File: config.mk
export PLATFORM = sky130hd
export DESIGN_NAME = shift_register_universal
export DESIGN_NICKNAME = d
export VERILOG_FILES = /design/src/rtl/shift_register_universal.sv
export SDC_FILE = /design/constraint.sdc
export NUM_CORES = 1
export LEC_CHECK = 0
export CORE_UTILIZATION = 30
export DETAILED_ROUTE_END_ITERATION = 8
export RECOVER_POWER = 25
export SKIP_LAST_GASP = 1
export SLEW_MARGIN = 30
export SYNTH_ARGS = -nofsm -noshare
export SYNTH_HDL_FRONTEND = slang
export SYNTH_SLANG_ARGS = --single-unit
export TNS_END_PERCENT = 20
File: constraint.sdc
create_clock -name CP -period 1.7 [get_ports CP]
set_clock_uncertainty 0.05 [all_clocks]
set_input_delay 0.34 -clock CP [delete_from_list [all_inputs] [get_ports CP]]
set_output_delay 0.34 -clock CP [all_outputs]
set_load 0.02 [all_outputs]
File: src/rtl/shift_register_universal.sv
// ---------------------------------------------------------------------------
// shift_register_universal
//
// Universal shift register built on the 74LS164 serial-in/parallel-out idea:
// hold, shift right (toward the MSB), shift left (toward the LSB), parallel
// load, clock enable and a frame counter that reports how many bits have been
// shifted in since the last load or reset.
//
// Optional feature macro: SHIFT_REG_ROTATE_EN
//   Defined   -> ROT=1 turns a shift into a rotate (the bit leaving one end
//                re-enters at the other end instead of the serial input).
//   Undefined -> ROT is kept as a pin but has no effect.
//
// Ports
//   CP        clock, rising edge
//   MR        synchronous active-high master reset (overrides everything)
//   CE        clock enable; low holds all state
//   S[1:0]    mode: 00 hold, 01 shift right, 10 shift left, 11 load
//   DSA, DSB  gated right-shift serial data (effective bit DSA & DSB)
//   DSL       left-shift serial data
//   ROT       rotate request (only with SHIFT_REG_ROTATE_EN)
//   D         parallel load data
//   Q         register contents
//   SOR       right-shift serial out, Q[WIDTH-1]
//   SOL       left-shift serial out, Q[0]
//   CNT       bits shifted since last load/reset, 0..WIDTH
//   FULL      registered flag, high exactly when CNT == WIDTH
// ---------------------------------------------------------------------------
module shift_register_universal #(
    parameter int WIDTH = 8,
    parameter int CW    = $clog2(WIDTH + 1)
) (
    input  logic             CP,
    input  logic             MR,
    input  logic             CE,
    input  logic [1:0]       S,
    input  logic             DSA,
    input  logic             DSB,
    input  logic             DSL,
    input  logic             ROT,
    input  logic [WIDTH-1:0] D,
    output logic [WIDTH-1:0] Q,
    output logic             SOR,
    output logic             SOL,
    output logic [CW-1:0]    CNT,
    output logic             FULL
);

    typedef enum logic [1:0] {
        MODE_HOLD = 2'b00,
        MODE_SHR  = 2'b01,
        MODE_SHL  = 2'b10,
        MODE_LOAD = 2'b11
    } mode_e;

    mode_e            mode;
    logic [WIDTH-1:0] q_reg, q_next;
    logic [CW-1:0]    cnt_reg, cnt_next;
    logic             full_reg, full_next;
    logic             right_in;
    logic             left_in;

    assign mode = mode_e'(S);

    // Serial bits entering each end of the register.
`ifdef SHIFT_REG_ROTATE_EN
    assign right_in = ROT ? q_reg[WIDTH-1] : (DSA & DSB);
    assign left_in  = ROT ? q_reg[0]       : DSL;
`else
    logic unused_rot;
    assign unused_rot = ROT;
    assign right_in   = DSA & DSB;
    assign left_in    = DSL;
`endif

    // NOTE: every variable is given a default first, so no path leaves it
    // unassigned and no latch is inferred.
    always_comb begin
        q_next    = q_reg;
        cnt_next  = cnt_reg;
        full_next = full_reg;
        if (CE) begin
            case (mode)
                MODE_SHR: q_next = {q_reg[WIDTH-2:0], right_in};
                MODE_SHL: q_next = {left_in, q_reg[WIDTH-1:1]};
                MODE_LOAD: q_next = D;
                default:  q_next = q_reg;
            endcase

            if (mode == MODE_SHR || mode == MODE_SHL) begin
                // A shift while already full starts a new frame at 1.
                if (cnt_reg == CW'(WIDTH)) begin
                    cnt_next = CW'(1);
                end else begin
                    cnt_next = cnt_reg + 1'b1;
                end
                full_next = (cnt_next == CW'(WIDTH));
            end else if (mode == MODE_LOAD) begin
                cnt_next  = '0;
                full_next = 1'b0;
            end
        end
    end

    // NOTE: state registers use non-blocking assignments so every flop
    // samples the pre-edge values, independent of statement order.
    always_ff @(posedge CP) begin
        if (MR) begin
            q_reg    <= '0;
            cnt_reg  <= '0;
            full_reg <= 1'b0;
        end else begin
            q_reg    <= q_next;
            cnt_reg  <= cnt_next;
            full_reg <= full_next;
        end
    end

    assign Q    = q_reg;
    assign SOR  = q_reg[WIDTH-1];
    assign SOL  = q_reg[0];
    assign CNT  = cnt_reg;
    assign FULL = full_reg;

endmodule

==> flow_summary.ini <==
[die]
fp.dieW_um = 52.07
die_area_um2 = 2711
ios = 32
rows = 17
core_area_um2 = 2297
start_util_pct = 32.73
die_y_um = 52.07

[run]
maxCapViolations = 0

[yosys]
synthFlopType = dfxtp_1
ys_warn_count = 0
yosysMostFrequentCell = dfxtp_1
synth-seq-cells = 13
netlist_top_cells_area = dfxtp_1 35%, ha_1 10%, a311oi_1 9.3%
yosys.area.top_type_share_pct = 34.61
ys_seq_area_share_pct = 34.61
yosysTopAreaCell = dfxtp_1
syn_nets = 112
syn_area_um2 = 752.0
syn_area_per_cell_um2 = 8.449
synthesis.instances = 89
async_reset_ff_share_pct = 0
synth.distinct_cells = 22
synth_common_cells = 13 x dfxtp_1, 12 x nand2_1, 9 x nor2_1, 8 x a22oi_1, 8 x a311oi_1
synth_edf_count = 0

[global_route]
grt_use_total_pct = 16.30
grt_pass1_vias = 736
grt_max_degree = 19
grt_overflow_total = 0
antenna_found_initial = 0
grt_pass1_wl_um = 3291

[critical_path]
cpMaxStageDelayCell = or4b_4
reg2reg_depth = 6
rrSetupSlack_ps = -30
worst_setup_path_start_kind = input port
cpPeakStageDelay_ps = 550
r2r_start = CNT[1]
endpoint_kind = register
cp.arrival_ps = 1970
critPathKind = in -> reg
path_buf_inv = 2
worstSetupStartpoint = S[1]
cp_cell_sequence = clkdlybuf4s50_1 > inv_2 > ha_4 > nor2b_4 > o211ai_4 > or4b_4 > a21oi_2
worstPathMaxFanout = 2
endpoint = FULL
cp_num_cells = 7
cp_data_required_time_ps = 1860
cp_top_family = simple AND/OR/NAND/NOR gates
reg2reg_to = FULL

[timing]
setup_viol = 2
period_share_pct = 106.3
slew_viol_final = 0
period_needed_ps = 1807
rsz0062_at_grt = yes
timing.fmax_mhz = 553.3
timing.final.ws_setup_ps = -107.3
hold_viol = 0
timing.slew.headroom_pct = 64.70
tightest_slew_ps = 527.8

[place]
dpl.cell_count = 149
hpwlAfterDp_um = 1429
place.gp.congestion = 0.7211
port_buffers = 30
place_area_um2 = 1115

[power_and_ir_drop]
peakVddDrop_uv = 579.9
p_total_mw = 0.7496
static-leakage-power_nw = 0.4346
powerDensity_nw_per_um2 = 648.4

[routing]
vias = 783
wire_per_inst_um = 13.14
drt_iter0_drc = 8
wl_met1_um = 845
wl_um = 2011
wl_met3_um = 143
ant_nets = 0
top_layer_used = met3
met2WireLength_um = 1022
via_per_inst = 5.118
drt-pass1-iter-count = 4
route.detailed.drc = 0

[outcome]
violations = negative setup slack
outcome = finished, violations left

[cells_and_area]
fin_util_pct = 50.33
final_cells = 153
areaGrowthSynthToFinish_pct = 53.74
drive_gt1_share_pct = 16.00
n_antenna_cell = 0
nets = 149
design_area_um2 = 1156

[hold_path]
hold_class = reg -> reg

[clock_tree]
cts.reportedPaths.clkPinSlew_ps = 90
cts_buffers = 3
cts.sinks = 13
h-tree-depth = 1
cts_tree = yes
insertion_delay_ps = 280
cts_buffer_depth = 2
root_buffer = clkbuf_4
-- timing repair --
item | 4_1_cts | 5_1_grt
setup endpoints to repair | 6 | 23
hold endpoints to repair | 0 | 0
hold buffers | 0 | 0
buffers inserted | 1 | 0
pin swaps | 2 | 1
gates resized for setup | 3 | 6
-- cells by family (layout without fill, tap and decap cells) --
| logic type | Yosys count | count (layout) | share of synthesized area (%) |
|---|---|---|---|
| compound gates | 25 | 25 | 25.46 |
| xor+xnor | 1 | 1 | 1.165 |
| fa+ha+maj | 6 | 6 | 9.983 |
| buf+inv | 12 | 48 | 7.986 |
| flops | 13 | 13 | 34.61 |
| simple gates | 32 | 32 | 20.80 |
-- how the worst min path moves through the flow --
| stage | startpoint | to | depth (start not counted) |
|---|---|---|---|
| 2_1_floorplan | MR | Q[0] | 1 |
| 3_3_place_gp | FULL | FULL | 2 |
| 3_5_place_dp | FULL | FULL | 2 |
| 4_1_cts | FULL | FULL | 2 |
| 5_1_grt | CNT[0] | CNT[0] | 2 |
| 6_report | Q[1] | Q[2] | 2 |
-- cells in the final DEF, fill, tap and decap left out, types with 2 or more instances in the layout --
cell type	netlist	layout
o21ai_0	3	3
inv_1	5	3
clkbuf_4	0	3
nand3_1	4	4
a21oi_1	5	4
ha_1	6	5
clkdlybuf4s50_1	0	27
nor2_1	9	9
dfxtp_1	13	12
a22oi_1	8	8
inv_2	0	2
buf_4	2	9
clkbuf_1	4	2
a311oi_1	8	8
nand2_1	12	12
-- sequential cells by signal, summed over array words and instances (netlist names) --
name	cells
CNT	4
Q	8
FULL	1
-- metal layers --
| metal | track usage, % | up-vias |
|---|---|---|
| met4 | 0 | 0 |
| met3 | 6.140 | 0 |
| li1 | - | 386 |
| met1 | 19.47 | 363 |
| met5 | 0 | - |
| met2 | 29.06 | 34 |
-- area by class of cell --
class,instances,area [um2]
fill,231,1141
multi-input combinational,64,451.7
timing repair buffer,39,362.8
sequential,13,261.5
tap,28,35.03
clock buffer,4,26.28
inverter,5,18.77
-- through the flow --
| step | setup TNS (ps) | hold WS (ps) | setup WS [ps] |
|---|---|---|---|
| finish | -113.0 | 463.1 | -107.3 |
| global route | -553.5 | 490.2 | -146.5 |
| global placement | -2474 | 412.2 | -376.3 |
| floorplan | 0 | 362.1 | 28.21 |
| detailed placement | -3265 | 418.5 | -443.0 |
| CTS | -203.0 | 427.8 | -102.8 |
-- power breakdown --
part / total [mW] / internal, mW / switching, mW / leakage (nW)
Clock: 0.201 / 0.0909 / 0.110 / 0.0150
Sequential: 0.340 / 0.322 / 0.0188 / 0.107
Combinational: 0.208 / 0.113 / 0.0950 / 0.313
-- worst register-to-register path, delay by kind of cell (launching register included) --
kind	cells	cell delay, ps
buffers and inverters	1	70
and+or+nand+nor	2	700
DFF	1	440
AOI/OAI and AO/OA	2	230
adders and majority gates	1	180
No activity file was read; power rests on OpenSTA's default activity.
